File: src/rtl/pipe_stage_skid.sv
// Pipeline stage register with a valid/ready handshake and an optional second (skid) entry.
// Bubbles drive NOP_VAL. The keep field is sticky. Entries discarded by flush are counted.
module pipe_stage_skid #(
  parameter int              DW      = 32,
  parameter int              KW      = 1,
  parameter logic [DW-1:0]   NOP_VAL = '0,
  parameter int              SKID    = 1,
  parameter int              CW      = 8
) (
  input  logic          clk,
  input  logic          rst,
  input  logic          flush,
  input  logic          up_valid,
  output logic          up_ready,
  input  logic [DW-1:0] up_data,
  input  logic [KW-1:0] up_keep,
  output logic          dn_valid,
  input  logic          dn_ready,
  output logic [DW-1:0] dn_data,
  output logic [KW-1:0] dn_keep,
  output logic [1:0]    occupancy,
  output logic [CW-1:0] drop_cnt
);
  localparam logic [1:0] ST_EMPTY = 2'd0;
  localparam logic [1:0] ST_ONE   = 2'd1;
  localparam logic [1:0] ST_TWO   = 2'd2;
  localparam logic [CW:0] DROP_MAX = {1'b0, {CW{1'b1}}};

  logic [1:0]    state, state_nx;
  logic [DW-1:0] main_data, skid_data;
  logic [KW-1:0] main_keep, skid_keep;
  logic          acc, con, ld_up, ld_skid, ld_to_skid;
  logic [1:0]    dec;
  logic [CW:0]   drop_sum;

  // State encoding equals the number of held entries.
  assign occupancy = state;
  assign dn_valid  = (state != ST_EMPTY);
  assign dn_data   = dn_valid ? main_data : NOP_VAL;
  assign dn_keep   = main_keep;
  assign acc       = up_valid & up_ready;
  assign con       = dn_valid & dn_ready;

  always_comb begin
    state_nx   = state;
    ld_up      = 1'b0;
    ld_skid    = 1'b0;
    ld_to_skid = 1'b0;
    if (flush) begin
      state_nx = ST_EMPTY;
    end else begin
      case (state)
        ST_EMPTY: if (acc) begin
          ld_up    = 1'b1;
          state_nx = ST_ONE;
        end
        ST_ONE: begin
          if (acc && con) begin
            ld_up = 1'b1;
          end else if (acc) begin
            if (SKID != 0) begin
              ld_to_skid = 1'b1;
              state_nx   = ST_TWO;
            end
          end else if (con) begin
            state_nx = ST_EMPTY;
          end
        end
        ST_TWO: if (con) begin
          ld_skid  = 1'b1;
          state_nx = ST_ONE;
        end
        default: state_nx = ST_EMPTY;
      endcase
    end
  end

  // An entry consumed on the flush edge has left the stage, so it is not a drop.
  assign dec      = flush ? (state - {1'b0, con}) : 2'd0;
  assign drop_sum = {1'b0, drop_cnt} + {{(CW-1){1'b0}}, dec};

  always_ff @(posedge clk or negedge rst) begin
    if (!rst) begin
      state     <= ST_EMPTY;
      main_data <= '0;
      main_keep <= '0;
      drop_cnt  <= '0;
    end else begin
      state <= state_nx;
      if (ld_up) begin
        main_data <= up_data;
        main_keep <= up_keep;
      end else if (ld_skid) begin
        main_data <= skid_data;
        main_keep <= skid_keep;
      end
      drop_cnt <= (drop_sum > DROP_MAX) ? DROP_MAX[CW-1:0] : drop_sum[CW-1:0];
    end
  end

  generate
    if (SKID != 0) begin : g_skid
      logic ready_q;
      always_ff @(posedge clk or negedge rst) begin
        if (!rst) begin
          skid_data <= '0;
          skid_keep <= '0;
          ready_q   <= 1'b0;
        end else begin
          if (ld_to_skid) begin
            skid_data <= up_data;
            skid_keep <= up_keep;
          end
          ready_q <= (state_nx != ST_TWO);
        end
      end
      assign up_ready = ready_q;
    end else begin : g_noskid
      assign skid_data = '0;
      assign skid_keep = '0;
      assign up_ready  = !dn_valid | dn_ready;
    end
  endgenerate
endmodule
File: config.mk
export PLATFORM = sky130hd
export DESIGN_NAME = pipe_stage_skid
export DESIGN_NICKNAME = d
export VERILOG_FILES = /design/src/rtl/pipe_stage_skid.sv
export SDC_FILE = /design/constraint.sdc
export NUM_CORES = 1
export LEC_CHECK = 0
export ABC_AREA = 1
export BUFFER_PORTS_ARGS = -buffer_cell sky130_fd_sc_hd__buf_2
export CAP_MARGIN = 20
export CORE_MARGIN = 5
export CORE_UTILIZATION = 50
export CTS_CLUSTER_DIAMETER = 200
export CTS_CLUSTER_SIZE = 10
export DETAILED_ROUTE_END_ITERATION = 10
export GPL_TIMING_DRIVEN = 0
export PLACE_DENSITY_LB_ADDON = 0.1
export SLEW_MARGIN = 40
export SYNTH_ARGS = -nofsm -noshare
export SYNTH_HDL_FRONTEND = slang
export SYNTH_SLANG_ARGS = --single-unit
File: constraint.sdc
create_clock -name clk -period 2.4 [get_ports clk]
set_input_delay 0.48 -clock clk [delete_from_list [all_inputs] [get_ports clk]]
set_output_delay 0.48 -clock clk [all_outputs]
set_load 0.03 [all_outputs]
==> flow_summary.json, run 1 <==
{
  "syn_area_per_cell_sq_um": 7.325,
  "drt_iter0_markers": 137,
  "gp_congestion": 0.8175,
  "netlist_top_cells_count": "nand2_1, inv_1, dfrtp_1",
  "worst-setup-path-type": "reg -> out",
  "boundaryPins": 83,
  "async_flop_share": 1.000,
  "synth-xor-area-share": 0.006606,
  "synthesis.instances": 543,
  "fin_crit_sh": 0.9107,
  "htree_levels": 3,
  "hold_class": "in -> reg",
  "drc": 0,
  "cp_max_fo": 10,
  "ys.flop_type": "dfrtp_1",
  "min_period_ns": 2.186,
  "grt_pass1_wl_um": 16610,
  "synth-seq-area-share": 0.4844,
  "synth.largest_area_cell": "dfrtp_1",
  "drv_slew": 0,
  "antenna_cells": 0,
  "synth.most_common_cell": "nand2_1",
  "maxCapViolations": 0,
  "setup_violations": 0,
  "dpl_cell_area_sq_mm": 0.004549,
  "synthAdderAreaFrac": 0.02076,
  "ys_types": 25,
  "ys_top_cells_by_area": "dfrtp_1, nand2_1, nand3_1",
  "ant_nets": 0,
  "cts_tree": "yes",
  "cp.arrival_ns": 1.71,
  "endpoint_kind": "output port",
  "finalPower_w": 0.003959,
  "synth-edff-count": 0,
  "setup_ws_ns": 0.2142,
  "cp.required_ns": 1.92,
  "status": "finished, final reports clean",
  "synth_mux_area_frac": 0,
  "tns_ns": 0,
  "die_y_um": 99.19,
  "grt_use_total": 0.2066,
  "area_growth_syn_to_layout_pct": 21.11,
  "first_pass_iters": 4,
  "cts_made_buffers": 9,
  "cts.clk_slew.worst_paths_ns": 0.08,
  "synth_compound_area_frac": 0.05348,
  "relSlewSlack": 0.6595,
  "num-nets-final": 684,
  "syn-num-nets": 587,
  "initial_core_util": 0.5147,
  "dp_hpwl_um": 6604,
  "grt_pass1_vias": 3602,
  "synth_top_area_share": 0.4844,
  "hold_viol_final": 0,
  "vias": 3630,
  "post-place-ws_ns": -0.3146,
  "post_drt_via_cell_ratio": 4.866,
  "antenna_found_initial": 0,
  "coreArea_sq_mm": 0.007727,
  "routedWlPerCell_um": 12.75,
  "postLayoutCellArea_sq_mm": 0.004817,
  "gr-total-overflow": 0,
  "startpoint_type": "register",
  "ys_ff_latch": 77,
  "grt_max_degree": 55,
  "synth_warnings": 0,
  "die_area_sq_mm": 0.009839,
  "syn-cell-area_sq_mm": 0.003978,
  "wl_um": 9510,
  "die_w_um": 99.19,
  "port_buffers": 82,
  "rows": 32,
  "drive_gt1_frac": 0.2065,
  "final_core_util": 0.6234,
  "cts_num_sinks": 77,
  "synth_top_family_by_area": "simple AND/OR/NAND/NOR gates",
  "fin_skew_ns": 0.008110,
  "rsz0062_at_grt": "no",
  "root_buffer": "clkbuf_8",
  "clockBufferDepth": 2,
  "powerDensity_mw_per_mm2": 821.9,
  "leakage_nw": 2.870,
  "synth_simple_gate_area_frac": 0.3168,
  "fmax_mhz": 457.5,
  "ir_drop_mv": 0.4659,
  "insertion_delay_ns": 0.34,
  "tightest_slew_ns": 0.5108
}
per-layer routing:
metal	routed length (um)	vias up	track usage
met2	4604	93	0.3419
met1	4292	1687	0.2740
met3	494	11	0.03997
met4	118	0	0.06618
li1	-	1839	-
met5	0	-	0
metrics by stage:
stage	hold slack, ns	instances
after floorplan	0.1844	543
after global placement	0.4662	727
after detailed placement	0.3563	728
after CTS	0.3943	745
after global routing	0.3949	746
final	0.3988	746
layout by cell type (no fill, tap or decap), types with 3 or more instances in the layout:
cell type / count
buf_2: 93
buf_4: 9
nor2_1: 41
clkbuf_8: 9
ha_1: 5
nand2_1: 188
inv_1: 79
inv_2: 3
bufinv_16: 3
clkbuf_1: 6
nand2_2: 3
buf_6: 3
o21ai_0: 31
dfrtp_1: 75
o21ai_1: 6
nand3_1: 69
final cells by class:
| type | instances | area (sq um) |
|---|---|---|
| Multi-Input combinational cell | 355 | 1589 |
| Fill cell | 746 | 2910 |
| Buffer | 28 | 158.9 |
| Clock buffer | 10 | 127.6 |
| Tap cell | 102 | 127.6 |
| Clock inverter | 5 | 100.1 |
| Timing Repair Buffer | 87 | 476.7 |
| Sequential cell | 77 | 1929 |
| Inverter | 82 | 307.8 |
flip-flops by register name (all words and copies together) (netlist names):
| signal | cells |
|---|---|
| occupancy | 2 |
| drop_cnt | 8 |
| up_ready | 1 |
| skid_keep | 1 |
| skid_data | 32 |
| main_data | 32 |
| dn_keep | 1 |
report_power, final:
| part | leakage [nW] | switching, W | internal (W) |
|---|---|---|---|
| Combinational | 1.82 | 0.000656 | 0.000353 |
| Clock | 0.116 | 0.000462 | 0.000683 |
| Sequential | 0.939 | 0.000189 | 0.00162 |
critical path: stages, from the launching register on:
cell,delay (ns)
dfrtp_2,0.45
nor2_4,0.11
buf_4,0.16
buf_1,0.38
nor2_1,0.08
buf_2,0.19
what timing repair did:
item / CTS / global route
setup buffers: 1 / 2
endpoints found under the hold margin: 23 / 0
endpoints found under the setup margin: 8 / 26
resized for setup: 0 / 6
pin swaps: 1 / 1
hold buffers: 1 / 0
cells by family after synthesis:
kind of cell             count (synthesis)
AO/OA/AOI/OAI                           41
XOR/XNOR                                 3
adder cells (fa/ha/maj)                  6
buffers and inverters                  111
flip-flops                              77
AND/OR/NAND/NOR                        305
worst paths after layout:
check,startpoint,end,slack (ns),depth (start not counted)
min in group asynchronous,rst,main_data[24]$_DFFE_PN0P_,0.56,2
worst max-delay path,occupancy[0]$_DFF_PN0_,dn_data[20],0.21,5
worst min-delay path,up_data[11],skid_data[11]$_DFFE_PN0P_,0.40,3
worst min register to register,skid_data[6]$_DFFE_PN0P_,skid_data[6]$_DFFE_PN0P_,0.49,2
worst max register to register,occupancy[0]$_DFF_PN0_,drop_cnt[6]$_DFF_PN0_,0.22,12
max in group asynchronous,rst,occupancy[0]$_DFF_PN0_,1.29,3
Power figures use the tool's default switching activity.
==> run 2: changes to the inputs <==
--- a/config.mk
+++ b/config.mk
@@ -9,7 +9,7 @@
 export BUFFER_PORTS_ARGS = -buffer_cell sky130_fd_sc_hd__buf_2
 export CAP_MARGIN = 20
 export CORE_MARGIN = 5
-export CORE_UTILIZATION = 50
+export CORE_UTILIZATION = 55
 export CTS_CLUSTER_DIAMETER = 200
 export CTS_CLUSTER_SIZE = 10
 export DETAILED_ROUTE_END_ITERATION = 10
==> constraint.sdc (replaced) <==
create_clock -name clk -period 2.3 [get_ports clk]
set_input_delay 0.46 -clock clk [delete_from_list [all_inputs] [get_ports clk]]
set_output_delay 0.46 -clock clk [all_outputs]
set_load 0.03 [all_outputs]
==> run 2 against run 1 <==
- critical path depth increased by 7
- cell area increased by 0.36%
- clock skew shrank 0.00069 ns
- via count rose by 1.2%
- wire length is 1.9% higher
- largest cell class unchanged
- largest power group unchanged
==> flow_summary.json, run 2 (same netlist as run 1, synthesis figures left out) <==
{
  "gr-total-overflow": 0,
  "final_core_util": 0.6774,
  "setup_ws_ns": 0.1433,
  "hold_class": "in -> reg",
  "htree_levels": 3,
  "clockBufferDepth": 2,
  "maxCapViolations": 0,
  "final_cell_mix": "nand2_1, buf_2, inv_1, dfrtp_1, nand3_1",
  "drt_iter0_markers": 153,
  "first_pass_iters": 4,
  "ir_drop_mv": 0.5257,
  "cp.required_ns": 2.53,
  "tightest_slew_ns": 0.5164,
  "die_area_sq_mm": 0.009033,
  "gp_congestion": 0.8089,
  "post_drt_via_cell_ratio": 4.933,
  "num-nets-final": 686,
  "nFillCells": 656,
  "grt_use_total": 0.2369,
  "drc": 0,
  "relSlewSlack": 0.6557,
  "cp_max_fo": 8,
  "ant_nets": 0,
  "dpl_cell_area_sq_mm": 0.004548,
  "status": "finished, final reports clean",
  "final_common_cell": "nand2_1",
  "powerDensity_mw_per_mm2": 860.9,
  "initial_core_util": 0.5573,
  "routedWlPerCell_um": 13.01,
  "cp.arrival_ns": 2.39,
  "port_buffers": 82,
  "hold_slack_ns": 0.3663,
  "post-place-ws_ns": -0.3378,
  "dp_hpwl_um": 6639,
  "insertion_delay_ns": 0.35,
  "fin_crit_sh": 0.9377,
  "antenna_cells": 0,
  "grt_pass1_vias": 3768,
  "leakage_nw": 2.881,
  "boundaryPins": 83,
  "wl_um": 9695,
  "area_growth_syn_to_layout_pct": 21.55,
  "setup_violations": 0,
  "top_regs": "main_data x32, skid_data x32, drop_cnt x8",
  "cts_tree": "yes",
  "endpoint_kind": "register",
  "postLayoutCellArea_sq_mm": 0.004835,
  "startpoint_type": "register",
  "fin_skew_ns": 0.007417,
  "grt_max_degree": 54,
  "vias": 3675,
  "drv_slew": 0,
  "min_period_ns": 2.157,
  "cts_num_sinks": 77,
  "root_buffer": "clkbuf_8",
  "coreArea_sq_mm": 0.007137,
  "cts.clk_slew.worst_paths_ns": 0.08,
  "hold_viol_final": 0,
  "antenna_found_initial": 0,
  "tns_ns": 0,
  "rows": 31,
  "die_y_um": 95.04,
  "cts_made_buffers": 9,
  "grt_pass1_wl_um": 16670,
  "fmax_mhz": 463.7,
  "drive_gt1_frac": 0.2136,
  "die_w_um": 95.04,
  "worst-setup-path-type": "reg -> reg"
}
[run 2: area by class of cell]
type                    instances  area (sq um)  area share
well taps                      99         123.9     0.02562
inverters                      82         307.8     0.06366
plain buffers                  28         160.2     0.03313
clock inverters                 5         100.1     0.02070
clock buffers                  10         127.6     0.02640
multi-input cells             355          1594      0.3297
flip-flops and latches         77          1929      0.3991
repair buffers                 89         491.7      0.1017
[run 2: metrics by stage]
step / cells / total power (W)
CTS: 742 / 0.004184
global placement: 724 / 0.002915
detailed placement: 725 / 0.002966
floorplan: 543 / 0.002626
global route: 745 / 0.004448
finish: 745 / 0.004162
[run 2: final timing paths]
path | slack, ns | cells past startpoint | startpoint | to
hold / removal | 0.37 | 3 | up_data[12] | skid_data[12]$_DFFE_PN0P_
setup / recovery | 0.14 | 12 | occupancy[0]$_DFF_PN0_ | drop_cnt[2]$_DFF_PN0_
setup reg to reg | 0.14 | 12 | occupancy[0]$_DFF_PN0_ | drop_cnt[2]$_DFF_PN0_
min in group asynchronous | 0.54 | 2 | rst | main_data[30]$_DFFE_PN0P_
hold reg to reg | 0.49 | 2 | skid_data[15]$_DFFE_PN0P_ | skid_data[15]$_DFFE_PN0P_
max in group asynchronous | 1.22 | 3 | rst | skid_data[1]$_DFFE_PN0P_
[run 2: layer usage]
| metal | wire length, um | vias to the layer above | GRT usage | part of all wire |
|---|---|---|---|---|
| met5 | 0 | - | 0 | 0 |
| met4 | 188 | 0 | 0.1118 | 0.019 |
| met3 | 424 | 18 | 0.03946 | 0.044 |
| met2 | 4760 | 84 | 0.4110 | 0.49 |
| met1 | 4321 | 1719 | 0.2872 | 0.45 |
| li1 | - | 1854 | - | - |
[run 2: repair_timing]
action	CTS	global route
setup endpoints to repair	8	38
resized for setup	1	6
hold buffers	1	0
pin swaps	1	1
buffers inserted	1	4
endpoints found under the hold margin	24	0
[run 2: worst max-delay path, cell delays in order (launching register included)]
cell and delay, ns:
dfrtp_2 0.43, buf_4 0.16, inv_2 0.11, ha_1 0.18
xnor2_1 0.12, nor2_1 0.09, fa_1 0.45, nand2_2 0.10
nor2_2 0.05, inv_1 0.07, nor2_2 0.05, nand2_2 0.13
o21ai_0 0.10
[run 2: where the power goes]
| group | internal (W) | switching, W | total, W |
|---|---|---|---|
| sequential | 0.00169 | 0.000197 | 0.00188 |
| clock | 0.000712 | 0.000499 | 0.00121 |
| combinational | 0.000373 | 0.000694 | 0.00107 |
| total | 0.00277 | 0.00139 | 0.00416 |
